**src/rtl/lc3b_types.sv**
```systemverilog
// Shared type definitions for the L1/L2 memory-side blocks.
// Contents: arb_state_t, the two-state L2 arbiter FSM encoding.
package lc3b_types;

    typedef enum logic [0:0] {
        IDLE = 1'b0,
        BUSY = 1'b1
    } arb_state_t;

endpackage

```
**src/rtl/rr_pick.sv**
```systemverilog
// Combinational requestor picker for the L2 arbiter.
// Ports:
//   pend     - per-port request vector
//   ptr      - highest-priority index (round-robin only)
//   mask_en  - drop mask_idx from consideration
//   mask_idx - index to exclude (the completing owner)
//   valid    - at least one eligible requestor
//   idx      - winning index
module rr_pick #(
    parameter int unsigned NUM_PORTS = 2,
    parameter bit          RR_MODE   = 1'b1,
    localparam int unsigned IDX_W    = $clog2(NUM_PORTS)
) (
    input  logic [NUM_PORTS-1:0] pend,
    input  logic [IDX_W-1:0]     ptr,
    input  logic                 mask_en,
    input  logic [IDX_W-1:0]     mask_idx,
    output logic                 valid,
    output logic [IDX_W-1:0]     idx
);

    logic [NUM_PORTS-1:0] mask_vec;
    logic [NUM_PORTS-1:0] cand_vec;
    logic [IDX_W-1:0]     start;

    // Scan offsets from the far end down so the smallest offset from start wins.
    always_comb begin
        mask_vec = mask_en ? (NUM_PORTS'(1) << mask_idx) : '0;
        cand_vec = pend & ~mask_vec;
        start    = RR_MODE ? ptr : '0;
        valid    = 1'b0;
        idx      = '0;
        for (int k = NUM_PORTS - 1; k >= 0; k--) begin
            if (cand_vec[IDX_W'((32'(start) + 32'(k)) % 32'(NUM_PORTS))]) begin
                valid = 1'b1;
                idx   = IDX_W'((32'(start) + 32'(k)) % 32'(NUM_PORTS));
            end
        end
    end

endmodule

```
**src/rtl/l2_arbiter_rr.sv**
```systemverilog
// N-port arbiter between L1-side requestors and the single L2 port.
// Holds one owner per transaction and hands off back-to-back on mem_resp.
// Ports:
//   clk, reset_n              - clock, async active-low reset
//   req_read/req_write        - per-port request levels, held until resp
//   req_addr/req_wdata        - packed per-port address / write line
//   resp, grant               - one-hot completion pulse / owner indicator
//   rdata                     - mem_rdata broadcast, qualified by resp
//   mem_read/mem_write        - owner request towards L2 (read wins)
//   mem_addr/mem_wdata        - owner address / write line
//   mem_resp/mem_rdata        - L2 completion pulse / read line
module l2_arbiter_rr
    import lc3b_types::*;
#(
    parameter int unsigned NUM_PORTS = 2,
    parameter int unsigned ADDR_W    = 16,
    parameter int unsigned LINE_W    = 128,
    parameter bit          RR_MODE   = 1'b1
) (
    input  logic                        clk,
    input  logic                        reset_n,
    input  logic [NUM_PORTS-1:0]        req_read,
    input  logic [NUM_PORTS-1:0]        req_write,
    input  logic [NUM_PORTS*ADDR_W-1:0] req_addr,
    input  logic [NUM_PORTS*LINE_W-1:0] req_wdata,
    output logic [NUM_PORTS-1:0]        resp,
    output logic [NUM_PORTS-1:0]        grant,
    output logic [LINE_W-1:0]           rdata,
    output logic                        mem_read,
    output logic                        mem_write,
    output logic [ADDR_W-1:0]           mem_addr,
    output logic [LINE_W-1:0]           mem_wdata,
    input  logic                        mem_resp,
    input  logic [LINE_W-1:0]           mem_rdata
);

    localparam int unsigned IDX_W = $clog2(NUM_PORTS);

    arb_state_t           state_q, state_d;
    logic [IDX_W-1:0]     owner_q, owner_d;
    logic [IDX_W-1:0]     rr_ptr_q, rr_ptr_d;
    logic [NUM_PORTS-1:0] pend;
    logic                 busy;
    logic                 pick_valid;
    logic [IDX_W-1:0]     pick_idx;
    logic [IDX_W-1:0]     pick_next;
    logic [IDX_W-1:0]     sel;

    assign pend = req_read | req_write;
    assign busy = (state_q == BUSY);

    // While busy the current owner is excluded so a completing port yields.
    rr_pick #(
        .NUM_PORTS (NUM_PORTS),
        .RR_MODE   (RR_MODE)
    ) u_pick (
        .pend     (pend),
        .ptr      (rr_ptr_q),
        .mask_en  (busy),
        .mask_idx (owner_q),
        .valid    (pick_valid),
        .idx      (pick_idx)
    );

    // Pointer moves just past the winner, wrapping at NUM_PORTS.
    assign pick_next = (pick_idx == IDX_W'(NUM_PORTS - 1)) ? '0 : pick_idx + IDX_W'(1);

    always_ff @(posedge clk or negedge reset_n) begin
        if (!reset_n) begin
            state_q  <= IDLE;
            owner_q  <= '0;
            rr_ptr_q <= '0;
        end else begin
            state_q  <= state_d;
            owner_q  <= owner_d;
            rr_ptr_q <= rr_ptr_d;
        end
    end

    // Next-state: arbitrate from IDLE, or re-arbitrate on completion.
    always_comb begin
        state_d  = state_q;
        owner_d  = owner_q;
        rr_ptr_d = rr_ptr_q;
        case (state_q)
            IDLE: begin
                if (pick_valid) begin
                    state_d  = BUSY;
                    owner_d  = pick_idx;
                    rr_ptr_d = pick_next;
                end
            end
            BUSY: begin
                if (mem_resp) begin
                    if (pick_valid) begin
                        owner_d  = pick_idx;
                        rr_ptr_d = pick_next;
                    end else begin
                        state_d = IDLE;
                    end
                end
            end
            default: state_d = IDLE;
        endcase
    end

    // Output muxing; everything decodes from the registered state so reset clears it at once.
    always_comb begin
        resp      = '0;
        grant     = '0;
        rdata     = '0;
        mem_read  = 1'b0;
        mem_write = 1'b0;
        sel       = busy ? owner_q : '0;
        mem_addr  = req_addr[ADDR_W-1:0];
        mem_wdata = req_wdata[LINE_W-1:0];
        for (int i = 0; i < NUM_PORTS; i++) begin
            if (IDX_W'(i) == sel) begin
                mem_addr  = req_addr[i*ADDR_W +: ADDR_W];
                mem_wdata = req_wdata[i*LINE_W +: LINE_W];
            end
        end
        if (busy) begin
            grant     = NUM_PORTS'(1) << owner_q;
            mem_read  = req_read[owner_q];
            mem_write = req_write[owner_q] & ~req_read[owner_q];
            if (mem_resp) begin
                resp  = NUM_PORTS'(1) << owner_q;
                rdata = mem_rdata;
            end
        end
    end

endmodule
```
**config.mk**
```make
export PLATFORM = sky130hd
export DESIGN_NAME = l2_arbiter_rr
export DESIGN_NICKNAME = d
export VERILOG_FILES = /design/src/rtl/lc3b_types.sv /design/src/rtl/rr_pick.sv /design/src/rtl/l2_arbiter_rr.sv
export SDC_FILE = /design/constraint.sdc
export NUM_CORES = 1
export LEC_CHECK = 0
export CORE_AREA = 2 2 270 272
export CTS_CLUSTER_DIAMETER = 30
export CTS_CLUSTER_SIZE = 16
export DETAILED_ROUTE_END_ITERATION = 7
export DIE_AREA = 0 0 272 274
export SLEW_MARGIN = 20
export SYNTH_ARGS = -nofsm -noshare
export SYNTH_HDL_FRONTEND = slang
export SYNTH_SLANG_ARGS = --single-unit
export TNS_END_PERCENT = 5
```
**constraint.sdc**
```tcl
create_clock -name clk -period 1.9 [get_ports clk]
set_input_delay 0.38 -clock clk [delete_from_list [all_inputs] [get_ports clk]]
set_output_delay 0.38 -clock clk [all_outputs]
set_load 0.1 [all_outputs]
```
After elaboration in Yosys (flattened, before gate mapping)
Index checks and enable logic that the tools add are counted.
- add/subtract/negate cells: 2
- magnitude comparators: 3
- eq/ne operators: 1
- shift operators: 1
- multiplexer cells: 32
- bitwise operators: 6
- operator list (operator ; number):
    two-way mux 128 bit ; 3
    two-way mux 1 bit ; 22
    two-way mux 16 bit ; 1
    less-than comparator 1 x 2 -> 1 bit, second input constant ; 3
    two-way mux 2 bit ; 3
    one-hot mux 1 bit (2 select lines) ; 3
    adder 1 bit, second input constant ; 2
    AND 2 bit ; 1
    inequality test 2 bit, second input constant ; 1
    NOT 1 bit ; 2
    NOT 2 bit ; 1
    OR 2 bit ; 1
    << shifter 1 x 1 -> 2 bit, first input constant ; 1
    AND 1 bit ; 1
- bits in registers: 3
- bits of input ports: 423
- output and inout bits: 278
- logic and storage cells: 48

Logic depth before layout (Yosys ltp)
- depth after elaboration: 13
- mapped depth: 5
- depth with buffers taken out: 3

By module
Synthesis repeated with hierarchy kept, for this count alone.
- cells, all modules: 345
- area total of the unflattened synthesis: 3081.7 um^2
- by module, submodules not included (module ; instances ; cells an instance ; area each (um^2) ; sequential area each (um^2)):
    l2_arbiter_rr ; 1 ; 339 ; 3045.4 ; 75.1
    rr_pick ; 1 ; 6 ; 36.3 ; 0.0

Worst setup path after synthesis
No wires, ideal clock.
- path kind: register to output
- start: register owner_q
- end: output mem_write
- arrival time: 3.029 ns
- required time: 1.520 ns
- setup slack: -1.509 ns
- stages on the path, launching flop included: 3
- buffers on the path: 0
- cell sequence: dfrtp_1 or3b_2 a21boi_0
- cells in the longest elaborated chain, start to end: 5
- elaborated cells on any way between the ends: 7
- those cells by class: mux (5); bitwise (2)
- RTL lines (what ; RTL line ; text):
    start, declared ; l2_arbiter_rr.sv:40 ; logic [IDX_W-1:0] owner_q, owner_d;
    start signal, assigned ; l2_arbiter_rr.sv:75 ; owner_q <= owner_d;
    two-way mux 1 bit (not written as such) (2 in series) ; l2_arbiter_rr.sv:126 ; mem_write = req_write[owner_q] & ~req_read[owner_q];
    NOT 1 bit ; l2_arbiter_rr.sv:126 ;
    AND 1 bit * ; l2_arbiter_rr.sv:126 ;
    two-way mux 1 bit * ; l2_arbiter_rr.sv:123 ; if (busy) begin
    end, declared ; l2_arbiter_rr.sv:30 ; output logic mem_write,
Every way passes the cells marked *; elsewhere a longest branch is shown, timed or not. The select of a mux whose other input is x is not followed.

Worst setup path after layout
- start: register state_q (netlist: busy)
- end: output mem_wdata[18]
- cells in the longest elaborated chain, start to end: 2
- RTL lines (what ; RTL line ; text):
    start, declared ; l2_arbiter_rr.sv:39 ; arb_state_t state_q, state_d;
    start signal, assigned ; l2_arbiter_rr.sv:74 ; state_q <= state_d;
    two-way mux 1 bit ; l2_arbiter_rr.sv:114 ; sel = busy ? owner_q : '0;
    two-way mux 128 bit ; l2_arbiter_rr.sv:118 ; if (IDX_W'(i) == sel) begin
    end, declared ; l2_arbiter_rr.sv:32 ; output logic [LINE_W-1:0] mem_wdata,
No other way between the ends.

==> reports/results.ini <==
[critical_path]
end_kind=primary output
worst_r2r_path_depth=4
cp-start-kind=register
crit_required_ns=1.52
worst_ep_arrival_time_ns=1.81
reg2reg_slack_ns=0.49
path_max_fanout=24
worst_r2r_startpoint=busy$_DFF_PN0_
r2r-end=owner_q$_DFFE_PN0P_
crit_type=reg -> out

[global_routing]
grt_pass1_vias=6317
antenna_found_initial=52
grt_overflow=0
grt.total_usage_pct=11.7
grt_first_pass_wirelength_microns=57700
grt_max_degree=76

[sta]
timing.slew.headroom_pct=75.3
setup_violations=252
fin_ws_ns=-0.292
period_share_pct=115
holdWs_ns=0.334
max_freq_mhz=456
tightestPinTransition_ns=0.370
finalHoldViolations=0
grt_setup_unrepaired=yes
period_minus_slack_ns=2.19
final-max-slew-violation-count=0
fin_worst_skew_ns=0.00185
setup_tns_ns=-37.22

[synth]
synth_area_sq_mm=0.00308
synthArstFlopShare_pct=100
seq_area_frac_synth_pct=2.43
synth_area_leaders=mux2_2 (35%), and3_1 (26%), mux2_4 (24%)
ys_ff_latch=3
ys.flop_type=dfrtp_1
syn_avg_cell_area_sq_um=8.86
synth-edff-count=0
synth_cell_types=25
syn_inst=348
syn_nets=771
synth_top_cell_area_share_pct=34.7
synth_top_cell_by_area=mux2_2
ys_warn_count=0

[clock_network]
ctsHtreeMaxLevel=1
cts_made_buffers=3
cts_tree=done
clock_latency_ns=0.23
clkTransAtPathRegs_ns=0.03
root_buffer=clkbuf_16
cts_sinks=3
clock_path_buffers=2

[die]
die_h_microns=274
dieArea_sq_mm=0.0745
io_pins=701
rows=99
core_area_sq_mm=0.0720
initial_core_util_pct=4.29
die_x_microns=272

[drt]
vias=6032
wl_per_cell_microns=23.3
antenna_left=0
first_pass_iters=6
drc=0
vias_per_cell=2.98
wl_microns=47100
drtIter0Drc=175

[placed_design]
gp_congestion=0.918
post-dp-hpwl_microns=44400
placed_area_sq_mm=0.0142
port_buffers=700

[flow_run]
drv_cap=0

[outcome]
status=complete, but fails checks
violations=setup timing

[pwr]
finalPower_mw=19.5
p_per_area_mw_per_mm2=1330
ir_worst_vdd_uv=895
p_leak_nw=6.19

[final_layout]
syn_to_final_growth_pct=374
fill_cells=7730
final_area_sq_mm=0.0146
drive_above_1_share_pct=45.6
finalNetCount=1469

[hold_path]
hold_class=in -> async

where the power goes:
group          switching [mW]  internal [mW]  leakage (nW)  total (mW)
Sequential             0.0323         0.0906        0.0305       0.123
Clock                  0.0653          0.278        0.0383       0.343
Combinational            11.8           7.29          6.12        19.1
how the worst max path moves through the flow:
stage                              from            end  slack, ns
finish                   busy$_DFF_PN0_  mem_wdata[18]      -0.29
detailed placement          req_read[0]      mem_write      -0.60
global route             busy$_DFF_PN0_  mem_wdata[65]      -0.31
global placement            req_read[0]      mem_write      -0.63
CTS                      busy$_DFF_PN0_  mem_wdata[18]      -0.35
floorplan           owner_q$_DFFE_PN0P_      mem_write      -0.19
cell usage in the layout, fill, tap and decap left out, drive strengths merged, types with 2 or more instances in the layout:
| cell type | n |
|---|---|
| clkdlybuf4s50 | 419 |
| buf | 318 |
| mux2 | 144 |
| and3 | 129 |
| diode | 20 |
| clkbuf | 5 |
| nor2 | 4 |
| nor3 | 3 |
| dfrtp | 3 |
| nor2b | 2 |
| mux2i | 2 |
| dlygate4sd2 | 2 |
| nand2 | 2 |
| o21ai | 2 |
Yosys cell counts (all sizes together), types with 2 or more instances:
master and n:
mux2 144, and3 129, clkbuf 26, buf 21, nor2 4, dfrtp 3, nor3 3, mux2i 2
nand2 2, nor2b 2, o21ai 2
state kept, by name, summed over array words and instances (netlist names):
| name | flops |
|---|---|
| busy | 1 |
| owner_q | 1 |
| rr_ptr_q | 1 |
logic make-up after synthesis:
group           synth area share [%]
mux                             59.2
simple gates                    28.4
buf+inv                         7.91
compound gates                  2.07
flops                           2.43
metrics by stage:
step / util (%) / std cells / setup WS [ns]
finish: 20.3 / 2024 / -0.292
global route: 20.3 / 2008 / -0.313
CTS: 20.2 / 2000 / -0.350
detailed placement: 19.8 / 1994 / -0.601
global placement: 19.8 / 1994 / -0.630
floorplan: - / 348 / -0.189
layout make-up:
class	instances	area (sq um)	share of cell area, %
Inverter	1	3.75	0.0256
Clock buffer	4	78.8	0.539
Tap cell	959	1200	8.20
Timing Repair Buffer	740	10300	70.2
Antenna cell	20	50.0	0.342
Sequential cell	3	80.1	0.547
Multi-Input combinational cell	297	2940	20.1
routing by layer:
metal	up-vias	GRT usage (%)	share of wire, %
li1	2713	-	-
met2	499	24.8	58
met3	83	6.38	13
met4	8	2.50	2.9
met5	-	0	0.12
met1	2729	8.91	26
repair_timing:
item,CTS,global route
gates cloned,0,1
pin swaps,2,1
setup buffers,2,3
hold endpoints to repair,0,0
hold buffers,0,0
setup endpoints to repair,259,261
gates resized for setup,46,5
worst max-delay path, cell delays in order (launching register included):
cell,delay (ns)
dfrtp_4,0.50
nand2_8,0.18
buf_12,0.23
mux2_2,0.43
buf_12,0.19
Note: power is estimated with default switching activity, not from simulation.
